**src/rtl/sd_dat_pkg.sv**
```systemverilog
// Shared types and constants for the SD DAT write-status path.
package sd_dat_pkg;

  typedef enum logic [2:0] {IDLE, WAIT_START, TOKEN, END_BIT, BUSY, DONE} wr_status_state_e;

  localparam logic [2:0] CrcTokenOk    = 3'b010;
  localparam logic [2:0] CrcTokenErr   = 3'b101;
  localparam logic [2:0] CrcTokenWrErr = 3'b110;
  localparam logic [3:0] TimeoutBitsMax = 4'd14;
  localparam int         TimeoutW       = 28;

  // Exponent is clamped so 4'hF cannot shift the single set bit out of 28 bits.
  function automatic logic [TimeoutW-1:0] timeout_threshold(input logic [3:0] bits);
    logic [4:0] e;
    e = (bits > TimeoutBitsMax) ? {1'b0, TimeoutBitsMax} : {1'b0, bits};
    return TimeoutW'(1) << (e + 5'd13);
  endfunction

endpackage

```
**src/rtl/sd_timeout_ctr.sv**
```systemverilog
// Prescaled, saturating 28-bit timeout counter with clear/enable and live threshold compare.
module sd_timeout_ctr
  import sd_dat_pkg::*;
#(
  parameter int ClockDiv = 1
) (
  input  logic       clk_i,
  input  logic       rst_i,
  input  logic       clr_i,
  input  logic       en_i,
  input  logic [3:0] timeout_bits_i,
  output logic       expired_o
);
  localparam int             PreW   = (ClockDiv > 1) ? $clog2(ClockDiv) : 1;
  localparam logic [PreW-1:0] PreMax = PreW'(ClockDiv - 1);

  logic [PreW-1:0]     pre_q;
  logic [TimeoutW-1:0] cnt_q;
  logic                tick;

  assign tick = en_i && (pre_q == PreMax);

  always_ff @(posedge clk_i or posedge rst_i) begin
    if (rst_i) begin
      pre_q <= '0;
      cnt_q <= '0;
    end else if (clr_i) begin
      pre_q <= '0;
      cnt_q <= '0;
    end else if (en_i) begin
      pre_q <= tick ? '0 : pre_q + 1'b1;
      if (tick && (cnt_q != '1)) cnt_q <= cnt_q + 1'b1;
    end
  end

  assign expired_o = (cnt_q >= timeout_threshold(timeout_bits_i));

endmodule

```
**src/rtl/sd_dat_wr_status.sv**
```systemverilog
// SD write-direction DAT0 handshake: CRC status token capture, busy wait, data timeout.
// Optional SD_DAT_BUSY_DEGLITCH_EN: busy release needs two consecutive high samples.
module sd_dat_wr_status
  import sd_dat_pkg::*;
#(
  parameter int ClockDiv = 1
) (
  input  logic       clk_i,
  input  logic       rst_i,
  input  logic       sample_i,
  input  logic       dat0_i,
  input  logic       start_i,
  input  logic       abort_i,
  input  logic [3:0] timeout_bits_i,
  output logic       busy_o,
  output logic       done_o,
  output logic [2:0] token_o,
  output logic       crc_ok_o,
  output logic       crc_err_o,
  output logic       timeout_o
);
  wr_status_state_e state_q, state_d;
  logic [1:0] bit_cnt_q;
  logic [2:0] token_q;
  logic       end_err_q, to_q;
  logic       to_set, shift, expired, tmo_clr, tmo_en, release_ok, good;

`ifdef SD_DAT_BUSY_DEGLITCH_EN
  // Tracks whether the previous sample in BUSY was already high.
  logic hi_q;
  assign release_ok = hi_q;
  always_ff @(posedge clk_i or posedge rst_i) begin
    if (rst_i)                hi_q <= 1'b0;
    else if (state_q != BUSY) hi_q <= 1'b0;
    else if (sample_i)        hi_q <= dat0_i;
  end
`else
  assign release_ok = 1'b1;
`endif

  always_comb begin
    state_d = state_q;
    to_set  = 1'b0;
    shift   = 1'b0;
    case (state_q)
      IDLE:       if (start_i) state_d = WAIT_START;
      WAIT_START: begin
        if (sample_i && !dat0_i) state_d = TOKEN;
        else if (expired) begin
          state_d = DONE;
          to_set  = 1'b1;
        end
      end
      TOKEN: begin
        if (sample_i) begin
          shift = 1'b1;
          if (bit_cnt_q == 2'd2) state_d = END_BIT;
        end
      end
      END_BIT:    if (sample_i) state_d = BUSY;
      BUSY: begin
        if (sample_i && dat0_i && release_ok) state_d = DONE;
        else if (expired) begin
          state_d = DONE;
          to_set  = 1'b1;
        end
      end
      DONE:       state_d = IDLE;
      default:    state_d = IDLE;
    endcase
    if (abort_i) begin
      state_d = IDLE;
      to_set  = 1'b0;
      shift   = 1'b0;
    end
  end

  // Counter is held at zero while idle and restarted on each entry to a waiting phase.
  assign tmo_en  = (state_q == WAIT_START) || (state_q == BUSY);
  assign tmo_clr = abort_i || (state_q == IDLE) ||
                   ((state_d != state_q) && ((state_d == WAIT_START) || (state_d == BUSY)));

  sd_timeout_ctr #(.ClockDiv(ClockDiv)) u_tmo (
    .clk_i          (clk_i),
    .rst_i          (rst_i),
    .clr_i          (tmo_clr),
    .en_i           (tmo_en),
    .timeout_bits_i (timeout_bits_i),
    .expired_o      (expired)
  );

  always_ff @(posedge clk_i or posedge rst_i) begin
    if (rst_i) begin
      state_q   <= IDLE;
      bit_cnt_q <= '0;
      token_q   <= '0;
      end_err_q <= 1'b0;
      to_q      <= 1'b0;
    end else begin
      state_q <= state_d;
      if (state_q != TOKEN) bit_cnt_q <= '0;
      else if (shift)       bit_cnt_q <= bit_cnt_q + 1'b1;
      if (shift) token_q <= {token_q[1:0], dat0_i};
      if (state_q == IDLE)                    end_err_q <= 1'b0;
      else if (state_q == END_BIT && sample_i) end_err_q <= !dat0_i;
      if (to_set)                to_q <= 1'b1;
      else if (state_q == IDLE)  to_q <= 1'b0;
    end
  end

  assign good      = (token_q == CrcTokenOk) && !end_err_q;
  assign busy_o    = (state_q != IDLE);
  assign done_o    = (state_q == DONE);
  assign token_o   = token_q;
  assign timeout_o = done_o && to_q;
  assign crc_ok_o  = done_o && !to_q && good;
  assign crc_err_o = done_o && !to_q && !good;

endmodule

```
**config.mk**
```make
export PLATFORM = sky130hd
export DESIGN_NAME = sd_dat_wr_status
export DESIGN_NICKNAME = d
export VERILOG_FILES = /design/src/rtl/sd_dat_pkg.sv /design/src/rtl/sd_timeout_ctr.sv /design/src/rtl/sd_dat_wr_status.sv
export SDC_FILE = /design/constraint.sdc
export NUM_CORES = 1
export LEC_CHECK = 0
export CORE_MARGIN = 5
export CORE_UTILIZATION = 40
export DETAILED_ROUTE_END_ITERATION = 16
export PLACE_DENSITY_LB_ADDON = 0.15
export SETUP_SLACK_MARGIN = 0.1
export SKIP_LAST_GASP = 1
export SYNTH_ARGS = -nofsm -noshare
export SYNTH_HDL_FRONTEND = slang
export SYNTH_SLANG_ARGS = --single-unit
```
**constraint.sdc**
```tcl
create_clock -name clk_i -period 3.3 [get_ports clk_i]
set_input_delay 0.66 -clock clk_i [delete_from_list [all_inputs] [get_ports clk_i]]
set_output_delay 0.66 -clock clk_i [all_outputs]
set_load 0.02 [all_outputs]
```
**Yosys cells after proc, flatten, opt, wreduce, memory -nomap -nowiden**

Index checks and enable logic that the tools add are counted.

- Flip-flop bits (word level): 39
- Bits of input ports: 10
- Output and inout bits: 8
- Logic and storage cells: 84

- Add/sub/neg operators: 4
- $lt $le $gt $ge: 2
- Eq/ne operators: 12
- Shift-type cells: 1
- Multiplexer cells: 30
- Bitwise logic cells: 1
- Reduce and logical (&&, ||, !) cells: 27

Operators with widths:

| kind | number |
|---|---|
| $mux 28 | 3 |
| $add 28x1->28 const B | 1 |
| $ge 28x28->1 | 1 |
| $ne 28x28->1 const B | 1 |
| $shl 1x5->28 const A | 1 |
| $mux 3 | 8 |
| $pmux 3 s5 | 1 |
| $mux 1 | 14 |
| $logic_and 1x1->1 | 11 |
| $reduce_bool 2->1 | 5 |
| $eq 3x2->1 const B | 3 |
| $eq 3x3->1 const B | 3 |
| $eq 3x1->1 const B | 2 |
| $add 5x4->5 const B | 1 |
| $gt 4x4->1 const B | 1 |
| $logic_not 1->1 | 4 |
| $logic_or 1x1->1 | 4 |
| $mux 2 | 2 |
| $mux 4 | 1 |
| $logic_not 3->1 | 1 |
| $ne 3x2->1 const B | 1 |
| $ne 3x3->1 | 1 |
| $reduce_bool 3->1 | 1 |
| $add 2x1->2 const B | 1 |
| 5 further kinds | 5 |

**Logic depth before layout (Yosys ltp)**

- Depth in word-level cells: 15
- Mapped depth: 8

**Cells and area by module**

A second synthesis with hierarchy kept.

- Cells, all modules: 330
- Area, all modules: 2,922.8 um^2

By module, submodules not included:

| module | times used | cells each | area each (um^2) | seq. area each (um^2) |
|---|---|---|---|---|
| sd_timeout_ctr | 1 | 260 | 2,289.7 | 725.7 |
| sd_dat_wr_status | 1 | 70 | 633.1 | 250.2 |

**Worst setup path before layout**

Ideal clock, no wire load.

- Kind: reg2out
- Start: register token_q[0] (netlist: token_o[0])
- End: output crc_ok_o
- Data arrival time: 1.615 ns
- Required time: 2.640 ns
- Path slack: 1.025 ns
- Cell stages (with the launch flop): 3
- Buffers on the path: 0
- Cells stage by stage: dfrtp_1 -> or4b_2 -> nor3_1

- Word-level cells in the longest chain between the ends: 3

RTL lines:

| element | line | RTL |
|---|---|---|
| start, declared | sd_dat_wr_status.sv:24 | `logic [2:0] token_q;` |
| start signal, assigned | sd_dat_wr_status.sv:103 | `if (shift) token_q <= {token_q[1:0], dat0_i};` |
| $eq 3x2->1 | sd_dat_wr_status.sv:111 | `assign good = (token_q == CrcTokenOk) && !end_err_q;` |
| $logic_and 1x1->1 | sd_dat_wr_status.sv:111 |  |
| $logic_and 1x1->1 | sd_dat_wr_status.sv:116 | `assign crc_ok_o = done_o && !to_q && good;` |
| end, declared | sd_dat_wr_status.sv:18 | `output logic crc_ok_o,` |

Every way passes these cells.

**Worst setup path after layout**

Ends and elaborated chain as after synthesis.

==> flow_summary.ini <==
[outcome]
run_status = finished, final reports clean

[worst_setup_path]
crit_fanout = 4
arrival_ns = 2.23
r2r_cells = 5
crit_chain = or4b_2 > nor3_1 > clkdlybuf4s50_1
critical_path_class = reg2out
cp_top_family = simple AND/OR/NAND/NOR gates
r2r-start = state_q[2]
cp-start-kind = flop
critPathSlowestCell = or4b_2
critical_path_buf_inv_count = 1
crit_path_end_kind = output port
r2r_slack_ns = 1.00
critPathMaxStageDelay_ns = 0.69
r2r-end = u_tmo.cnt_q[20]
critical_path_required_ns = 2.64

[sta]
worst_clock_skew_ns = 0.0113
fin_crit_ns = 2.89
worst_pin_slew_ns = 0.627
fin_crit_sh = 0.874
fmaxAchievable_ghz = 0.347
setup_tns_ns = 0
fin_ws_ns = 0.415
hold_viol = 0
slew_headroom = 0.581
rsz0062_at_grt = no
slew_violations = 0
setup_viol = 0

[clock_tree]
numCtsBuffers = 5
path_clk_slew_ns = 0.08
cts_max_path_buffers = 2
cts-htree-levels = 2
cts_resized = 0
clock_latency_ns = 0.30
cts_root_buffer = clkbuf_8
postCtsSetupRepairBufs = 0
cts_tree = yes
clock-sinks = 39
holdBufCountCts = 0

[synth]
syn_avg_cell_area_um2 = 8.63
yosys.area.top_type = dfrtp_1
ys_types = 54
synth_top_area_share = 0.333
synth_top_flop_cell = dfrtp_1
async_flop_share = 1.00
synthTopCellsByCount = dfrtp_1, a21oi_1, ha_1, nand2_1, o21ai_0
synth_edf_count = 0
syn_area_mm2 = 0.00293
synth_cells = 339
yosys_register_bits = 39
synth.area.top_cells = dfrtp_1, ha_1, a21oi_1
ys.warnings.count = 0
synth.most_common_cell = dfrtp_1
synth_seq_area_share = 0.333

[global_routing]
antenna_found_initial = 0
grt_max_degree = 40
grt_usage = 0.163
grt_first_pass_wirelength_um = 11500
grt_pass1_vias = 2340
grt-ovfl-total = 0

[drt]
ant_nets = 0
viasPerCell = 5.51
drtIter0Drc = 163
drc = 0
drtPass1Iterations = 4
wl_per_cell_um = 14.7
wl_um = 6900
num_vias = 2578

[floorplanning]
fp.dieH_um = 95.5
start_util = 0.408
pin_count = 18
die_x_um = 95.5
core_area_mm2 = 0.00718
die_area_mm2 = 0.00913
row_count = 31

[worst_hold_path]
hp-start = bit_cnt_q[1]
hold_path_end = bit_cnt_q[1]
hp-class = reg2reg
hold_depth = 2

[placed_design]
io_buffers = 17
gp_congestion = 0.810
hpwl_um = 5140
place_ws_ns = 0.276

[flow_run]
drv_cap = 0

[final_layout]
drive_gt1_frac = 0.0650
fin_nets = 408
diodes = 0
n_fill_cell = 683
syn2layout_area_growth_pct = 13.8

[power_and_ir_drop]
p_per_area_mw_per_mm2 = 292
vdd_ir_drop_max_v = 0.000121
p_leak_nw = 1.38
sequential cells by signal (all words and copies together) (netlist names):
signal	count
state_q	3
bit_cnt_q	2
to_q	1
token_o	3
end_err_q	1
u_tmo.cnt_q	28
u_tmo.pre_q	1
through the flow:
| stage | hold WS, ns | utilization | power (mW) | instance area [µm²] | instances |
|---|---|---|---|---|---|
| after floorplan | 0.473 | - | 0.604 | 2970 | 350 |
| after global placement | 0.493 | 0.452 | 0.658 | 3250 | 460 |
| after detailed placement | 0.512 | 0.452 | 0.658 | 3250 | 460 |
| after CTS | 0.532 | 0.464 | 0.990 | 3330 | 468 |
| after global routing | 0.558 | 0.464 | 1.03 | 3330 | 468 |
| final | 0.528 | 0.464 | 0.973 | 3330 | 468 |
report_power, final:
part	internal [mW]	switching [mW]	leakage, nW	total, mW
registers	0.484	0.0123	0.543	0.497
logic	0.0614	0.0909	0.797	0.152
clock network	0.148	0.177	0.0412	0.324
per-layer routing:
metal,global-route usage,vias up,routed length (µm)
li1,-,1313,-
met1,0.234,1219,3430
met2,0.252,40,3180
met3,0.0284,6,222
met4,0.0450,0,73
met5,0,-,0
layout make-up:
type                       instances  area, µm²  area share
multi-input combinational        287       1890       0.568
sequential                        39        976       0.293
timing repair buffer              21        200      0.0601
tap                               99        124      0.0372
clock buffer                       6       72.6      0.0218
inverter                          14       52.6      0.0158
clock inverter                     2       12.5     0.00376
kinds of logic after synthesis:
| group | after synthesis | share of synthesized area |
|---|---|---|
| mux | 6 | 0.0214 |
| xor+xnor | 4 | 0.0145 |
| compound gates | 89 | 0.187 |
| simple gates | 145 | 0.277 |
| other cells | 2 | 0.00257 |
| fa+ha+maj | 30 | 0.128 |
| buf+inv | 24 | 0.0355 |
| flops | 39 | 0.333 |
worst reg2reg max path, delay by kind of cell, from the launching register on:
family | cells | cell delay (ns)
flops | 1 | 0.53
simple gates | 3 | 1.29
xor+xnor | 1 | 0.24
compound gates | 1 | 0.18
cell usage in the layout (no fill, tap or decap), types with 4 or more instances in the layout:
cell type,instances
a21oi_1,35
and2_1,4
and3_1,4
and4_1,4
buf_4,4
clkbuf_8,5
clkdlybuf4s50_1,17
conb_1,13
dfrtp_1,39
ha_1,30
inv_1,14
mux2i_1,4
nand2_1,30
nand2b_1,7
nand3_1,19
nand4_1,16
nor2_1,17
nor2b_1,6
nor3_1,5
nor3b_1,4
o21a_1,4
o21ai_0,24
o31ai_1,4
or3_1,18
how the worst max path moves through the flow:
stage	from	cells past startpoint	endpoint	slack, ns
2_1_floorplan	token_o[0]	2	crc_ok_o	1.02
3_3_place_gp	timeout_bits_i[0]	8	state_q[0]	0.33
3_5_place_dp	timeout_bits_i[0]	8	state_q[0]	0.28
4_1_cts	token_o[0]	3	crc_ok_o	0.40
5_1_grt	timeout_bits_i[3]	8	state_q[0]	0.26
6_report	token_o[0]	3	crc_ok_o	0.41
Power figures use the tool's default switching activity.
